<file path="src/rtl/gray_stream.sv">
// gray_stream: streaming RGB-to-grey (average/luma/passthrough) with row/frame flags.
// Define GRAY_STATS_EN to build the per-frame Y accumulator driving frame_sum/frame_done.
module gray_stream #(
  parameter int DW = 8,
  parameter int IMG_W = 256,
  parameter int IMG_H = 256
) (
  input  logic                                clk,
  input  logic                                rst,
  input  logic [1:0]                          mode,
  input  logic                                s_valid,
  output logic                                s_ready,
  input  logic [3*DW-1:0]                     s_data,
  output logic                                m_valid,
  input  logic                                m_ready,
  output logic [3*DW-1:0]                     m_data,
  output logic                                m_eol,
  output logic                                m_eof,
  output logic [DW+$clog2(IMG_W*IMG_H)-1:0]   frame_sum,
  output logic                                frame_done
);
  localparam int CW = IMG_W > 1 ? $clog2(IMG_W) : 1;
  localparam int RW = IMG_H > 1 ? $clog2(IMG_H) : 1;
  logic [CW-1:0] col;
  logic [RW-1:0] row;
  logic [1:0] mode_q, cur_mode, s1_mode;
  logic s1_valid, s1_eol, s1_eof, s1_ld, s2_ld, in_xfer, first, eol, eof;
  logic [DW+1:0] s1_sum;
  logic [DW+7:0] s1_luma;
  logic [3*DW-1:0] s1_rgb;
  logic [DW-1:0] r, g, b, y;
  always_comb begin
    {r, g, b} = s_data;
    s2_ld = !m_valid || m_ready;
    s1_ld = !s1_valid || s2_ld;
    s_ready = s1_ld;
    in_xfer = s_valid && s1_ld;
    first = col == '0 && row == '0;
    cur_mode = first ? mode : mode_q;
    eol = col == CW'(IMG_W - 1);
    eof = eol && row == RW'(IMG_H - 1);
    y = s1_mode == 2'd1 ? DW'(s1_luma >> 8) : DW'(s1_sum / (DW+2)'(3));
  end
  always_ff @(posedge clk) begin
    if (rst) begin
      s1_valid <= 1'b0;
      m_valid <= 1'b0;
      m_data <= '0;
      m_eol <= 1'b0;
      m_eof <= 1'b0;
      col <= '0;
      row <= '0;
      mode_q <= 2'd0;
    end else begin
      if (s1_ld) s1_valid <= s_valid;
      if (s2_ld) begin
        m_valid <= s1_valid;
        m_eol <= s1_valid && s1_eol;
        m_eof <= s1_valid && s1_eof;
      end
      if (s2_ld && s1_valid) m_data <= s1_mode == 2'd2 ? s1_rgb : {y, y, y};
      if (in_xfer) begin
        col <= eol ? '0 : col + CW'(1);
        row <= eol ? (eof ? '0 : row + RW'(1)) : row;
        mode_q <= cur_mode;
      end
    end
  end
  // Stage-1 payload needs no reset: it is only consumed while s1_valid is set.
  always_ff @(posedge clk) begin
    if (in_xfer) begin
      s1_sum <= (DW+2)'(r) + (DW+2)'(g) + (DW+2)'(b);
      s1_luma <= (DW+8)'(r) * (DW+8)'(77) + (DW+8)'(g) * (DW+8)'(150) + (DW+8)'(b) * (DW+8)'(29);
      s1_rgb <= s_data;
      s1_mode <= cur_mode;
      s1_eol <= eol;
      s1_eof <= eof;
    end
  end
`ifdef GRAY_STATS_EN
  localparam int SW = DW + $clog2(IMG_W * IMG_H);
  logic [SW-1:0] acc;
  // The G channel equals Y in the grey modes and is the passthrough statistic.
  always_ff @(posedge clk) begin
    if (rst) begin
      acc <= '0;
      frame_sum <= '0;
      frame_done <= 1'b0;
    end else begin
      frame_done <= m_valid && m_ready && m_eof;
      if (m_valid && m_ready) begin
        acc <= m_eof ? '0 : acc + SW'(m_data[DW +: DW]);
        if (m_eof) frame_sum <= acc + SW'(m_data[DW +: DW]);
      end
    end
  end
`else
  assign frame_sum = '0;
  assign frame_done = 1'b0;
`endif
endmodule
</file>
<file path="config.mk">
export PLATFORM = sky130hd
export DESIGN_NAME = gray_stream
export DESIGN_NICKNAME = d
export VERILOG_FILES = /design/src/rtl/gray_stream.sv
export SDC_FILE = /design/constraint.sdc
export NUM_CORES = 1
export LEC_CHECK = 0
export CAP_MARGIN = 20
export CORE_UTILIZATION = 59
export CTS_CLUSTER_DIAMETER = 40
export DETAILED_ROUTE_END_ITERATION = 6
export GPL_TIMING_DRIVEN = 0
export PLACE_DENSITY_LB_ADDON = 0.2
export SLEW_MARGIN = 15
export SYNTH_ARGS = -nofsm -noshare
export SYNTH_HDL_FRONTEND = slang
export SYNTH_SLANG_ARGS = --single-unit
</file>
<file path="constraint.sdc">
create_clock -name clk -period 8.6 [get_ports clk]
set_input_delay 1.72 -clock clk [delete_from_list [all_inputs] [get_ports clk]]
set_output_delay 1.72 -clock clk [all_outputs]
set_load 0.005 [all_outputs]
</file>
After elaboration in Yosys (flattened, before gate mapping)
Cells that the tools add are included.
Widths: inputs -> output; s select.

cells by class
  add/sub/neg operators = 6
  multiply operators = 3
  div/mod/pow operators = 1
  equality and inequality tests = 4
  multiplexer cells = 5
  reductions and logical operators = 13

operators with widths
  operator               number
  $mul 8x7->15 const B   2
  $mux 24                1
  $mux 8                 3
  $add 15x16->16         1
  $add 16x13->16         1
  $add 8x1->8 const B    2
  $eq 8x8->1 const B     2
  $logic_not 8->1        2
  $mul 8x5->13 const B   1
  $add 9x8->10           1
  $div 10x2->10 const B  1
  $add 8x8->9            1
  $logic_and 1x1->1      6
  $eq 2x1->1 const B     1
  $eq 2x2->1 const B     1
  $logic_not 1->1        2
  $logic_or 1x1->1       2
  $mux 2                 1
  $reduce_and 2->1       1

word-level totals
  bits in registers = 100
  output and inout bits = 53
  word-level logic and storage cells = 46

Depth between registers and ports, before layout
  word-level depth = 5
  depth in mapped cells = 24
  depth with buffers taken out = 24

Worst setup path before layout
Ideal clock, no wire load.

  path type = in2reg
  from = input port s_data[12]
  to = register s1_luma[15], data pin
  library setup time = 0.269 ns
  arrival = 7.032 ns
  required time = 8.331 ns
  slack = 1.299 ns
  cell stages on the path = 22
  buffers on the path = 0
  path through = ha_1 ha_1 inv_1 fa_1 fa_1 inv_1 ha_1 o21ai_0 nor2b_1 xnor2_1 ha_1 inv_1 fa_1 fa_1 inv_1 fa_1 ha_1 a21oi_1 o31ai_1 a211o_1 o31ai_1 xor2_1

on the way
  cells in the longest elaborated chain, start to end = 3

RTL lines
  item                  RTL line  source
  from (decl)           13        input logic [3*DW-1:0] s_data,
  $mul 8x7->15          73        s1_luma <= (DW+8)'(r) * (DW+8)'(77) + (DW+8)'(g) * (DW+8)'(150) + (DW+8)'(b) * (DW+8)'(29);
  $add 15x16->16        73
  $add 16x13->16        73
  to (signal assigned)  73
  to (decl)             29        logic [DW+7:0] s1_luma;

Every way passes these cells.
A chain may end at the register's enable or synchronous reset.

Worst setup path after layout
  from = input port s_data[13]
  to = register s1_luma[15], data pin

Same word-level chain as after synthesis.

==> out/qor.csv <==
metric,value,unit
worstReg2RegStart,s1_sum[8],
num_antenna_cells,0,
netlist_area,0.00809,mm^2
end_kind,flop,
synthFlopType,edfxtp_1,
synth_edf_count,46,
grt_pass1_vias,6162,
hold-path-cell-count,2,
rsz0062_at_grt,false,
power_frac_seq,21.8,%
cts_htree_levels,3,
portBuffers,57,
min_from,m_eof,
final_cell_mix,"inv_1, ha_1, fa_1",
drtIter0Drc,595,
gp_congestion,0.933,
grt_use_total,26.0,%
die_y,119,um
p_per_area,319,mW/mm^2
tns,0,ns
grt_max_degree,56,
drive_above_1_share,7.98,%
finalCoreUtilization,69.8,%
finClkSkew,0.00575,ns
fin_nets,1112,
ff2ff_path_depth,13,
ys_seq_area_share,28.4,%
worstSetupPathType,input port to flop,
hold-path-endpoint,m_eof,
critPathLaunch,s_data[13],
viasPerCell,5.57,
dp_hpwl,14.2,mm
fin_crit_sh,95.6,%
cts_tree,yes,
fmax,122,MHz
power_frac_comb,65.5,%
antenna_found_initial,0,
r2r_end,m_data[17],
worst_setup_path_start_kind,input port,
drv_slew,0,
p_int,1660,uW
synthArstFlopShare,0,%
status,"finished, final reports clean",
postRouteAntennaNets,0,
cts_buffers,9,
hold_path.class,flop to flop,
yosysWarnings,0,
grt_pass1_wl,29.0,mm
drc_errors,0,
fp.dieArea,0.0142,mm^2
route.detailed.wl_per_inst,15.9,um
cts_root_buffer,clkbuf_16,
cp_max_fo,6,
ioPinCount,83,
syn_avg_cell_area,9.76,um^2
routed_wl,17.6,mm
cts.sinks,92,
path_clk_slew,0.07,ns
finalCriticalPeriod,8.22,ns
grt_overflow,0,
syn2layout_area_growth,14.6,%
die_w,119,um
drv_cap,0,
reg2reg_slack,5.01,ns
p_leak,0.00419,uW
dp_cells,1086,
mostFrequentLayoutCell,inv_1,
holdBufCountCts,0,
drt-pass1-iter-count,5,
rows,42,
synth_cell_types,70,
clock_path_buffers,2,
hold_viol,0,
post_cts_buffers,0,
power_frac_clock,12.7,%
setup_viol,0,
slew_headroom,45.7,%
ys_ff_latch,92,
holdWs,0.449,ns
clk_latency,0.34,ns
worst_pin_slew,0.794,ns
worstPathRequired,8.68,ns
ir_worst_vdd,261,uV
worstPathArrival,8.30,ns
core,0.0133,mm^2
finalNonFillerCells,1103,
p_sw_share,44.1,%
synthCells,829,
start_util,60.9,%
p_switching,1310,uW
cts_resized,0,
vias,6139,
-- worst max-delay path: stages --
cell and delay, ns:
clkdlybuf4s50_1 0.70, ha_1 0.31, ha_1 0.28, ha_1 0.28, inv_1 0.05, fa_1 0.50, inv_1 0.04, ha_1 0.30
a21boi_0 0.24, nor2_1 0.09, fa_1 0.44, ha_1 0.29, inv_1 0.06, fa_1 0.49, inv_1 0.06, fa_1 0.47
ha_1 0.24, a2111oi_0 0.73, o31ai_1 0.28, a211o_1 0.36, o31ai_1 0.26, xor2_1 0.10
-- worst max-delay path by stage --
stage | endpoint | slack, ns
after floorplan | s1_luma[15] | 1.30
after global placement | s1_luma[14] | 0.13
after detailed placement | s1_luma[15] | 0.01
after CTS | s1_luma[15] | 0.34
after global routing | s1_luma[15] | 0.05
final | s1_luma[15] | 0.38
-- routing by layer --
layer  up-vias  routed length [um]  global-route usage [%]
met5         -                   0                       0
met4         0                 374                    8.62
met3        40                 881                    3.98
met2       199                8840                    46.4
met1      2922                7460                    31.9
li1       2978                   -                       -
-- sequential cells by signal, indices dropped and copies added, names as in the netlist, 2 cells and up --
signal   cells
mode_q       2
m_data      24
s1_sum      10
row          8
s1_mode      2
s1_luma      8
s1_rgb      24
col          8
-- cell families after synthesis --
| kind of cell | share of synthesized area, % |
|---|---|
| simple gates | 11.6 |
| compound gates | 14.1 |
| flops | 28.4 |
| fa+ha+maj | 30.7 |
| xor+xnor | 4.20 |
| mux | 1.17 |
| buf+inv | 9.77 |
| other cells | 0.0463 |
-- stage by stage --
stage	area (um^2)	setup slack (ns)	power [uW]
3_3_place_gp	8970	0.131	2460
5_1_grt	9280	0.0502	3240
2_1_floorplan	8180	1.30	2090
4_1_cts	9260	0.337	2970
6_report	9280	0.378	2960
3_5_place_dp	8970	0.0120	2580
-- synthesized netlist by cell type, types with 4 or more instances --
library cell / n / area share [%]
inv_1: 127 / 5.9
o21ai_1: 4 / 0.25
o21ai_0: 20 / 1.2
nand3b_1: 4 / 0.37
mux2_2: 4 / 0.56
xnor2_1: 16 / 1.7
mux2i_1: 5 / 0.62
o31ai_1: 6 / 0.56
nand4_1: 12 / 0.93
edfxtp_1: 46 / 17
a211oi_1: 22 / 2.0
and3_1: 8 / 0.62
nand3_1: 12 / 0.74
or3_1: 6 / 0.46
o21bai_1: 7 / 0.65
a21o_1: 11 / 1.0
fa_1: 64 / 16
nor2_1: 63 / 2.9
nand2_1: 44 / 2.0
buf_2: 5 / 0.31
nor3_1: 11 / 0.68
a21oi_1: 35 / 2.2
clkbuf_1: 16 / 0.74
nand2b_1: 9 / 0.70
buf_4: 27 / 2.5
a31oi_1: 11 / 0.85
nor2b_1: 8 / 0.62
xor2_1: 21 / 2.3
ha_1: 96 / 15
dfxtp_1: 46 / 11
-- final cells by class --
class                      count  area [um^2]
multi-input combinational    581         5090
fill                         972         4020
sequential                    92         2300
timing repair buffer          58          591
inverter                     130          488
buffer                        50          303
clock buffer                  10          239
tap                          176          220
clock inverter                 6         43.8
-- power by group through the flow --
stage	logic [uW]	registers, uW	clock network, uW
after floorplan	1450	641	0
final	1940	646	376
after global routing	2190	652	397
after global placement	1810	652	0
after detailed placement	1930	655	0
after CTS	1950	646	380
Power figures use the tool's default switching activity.
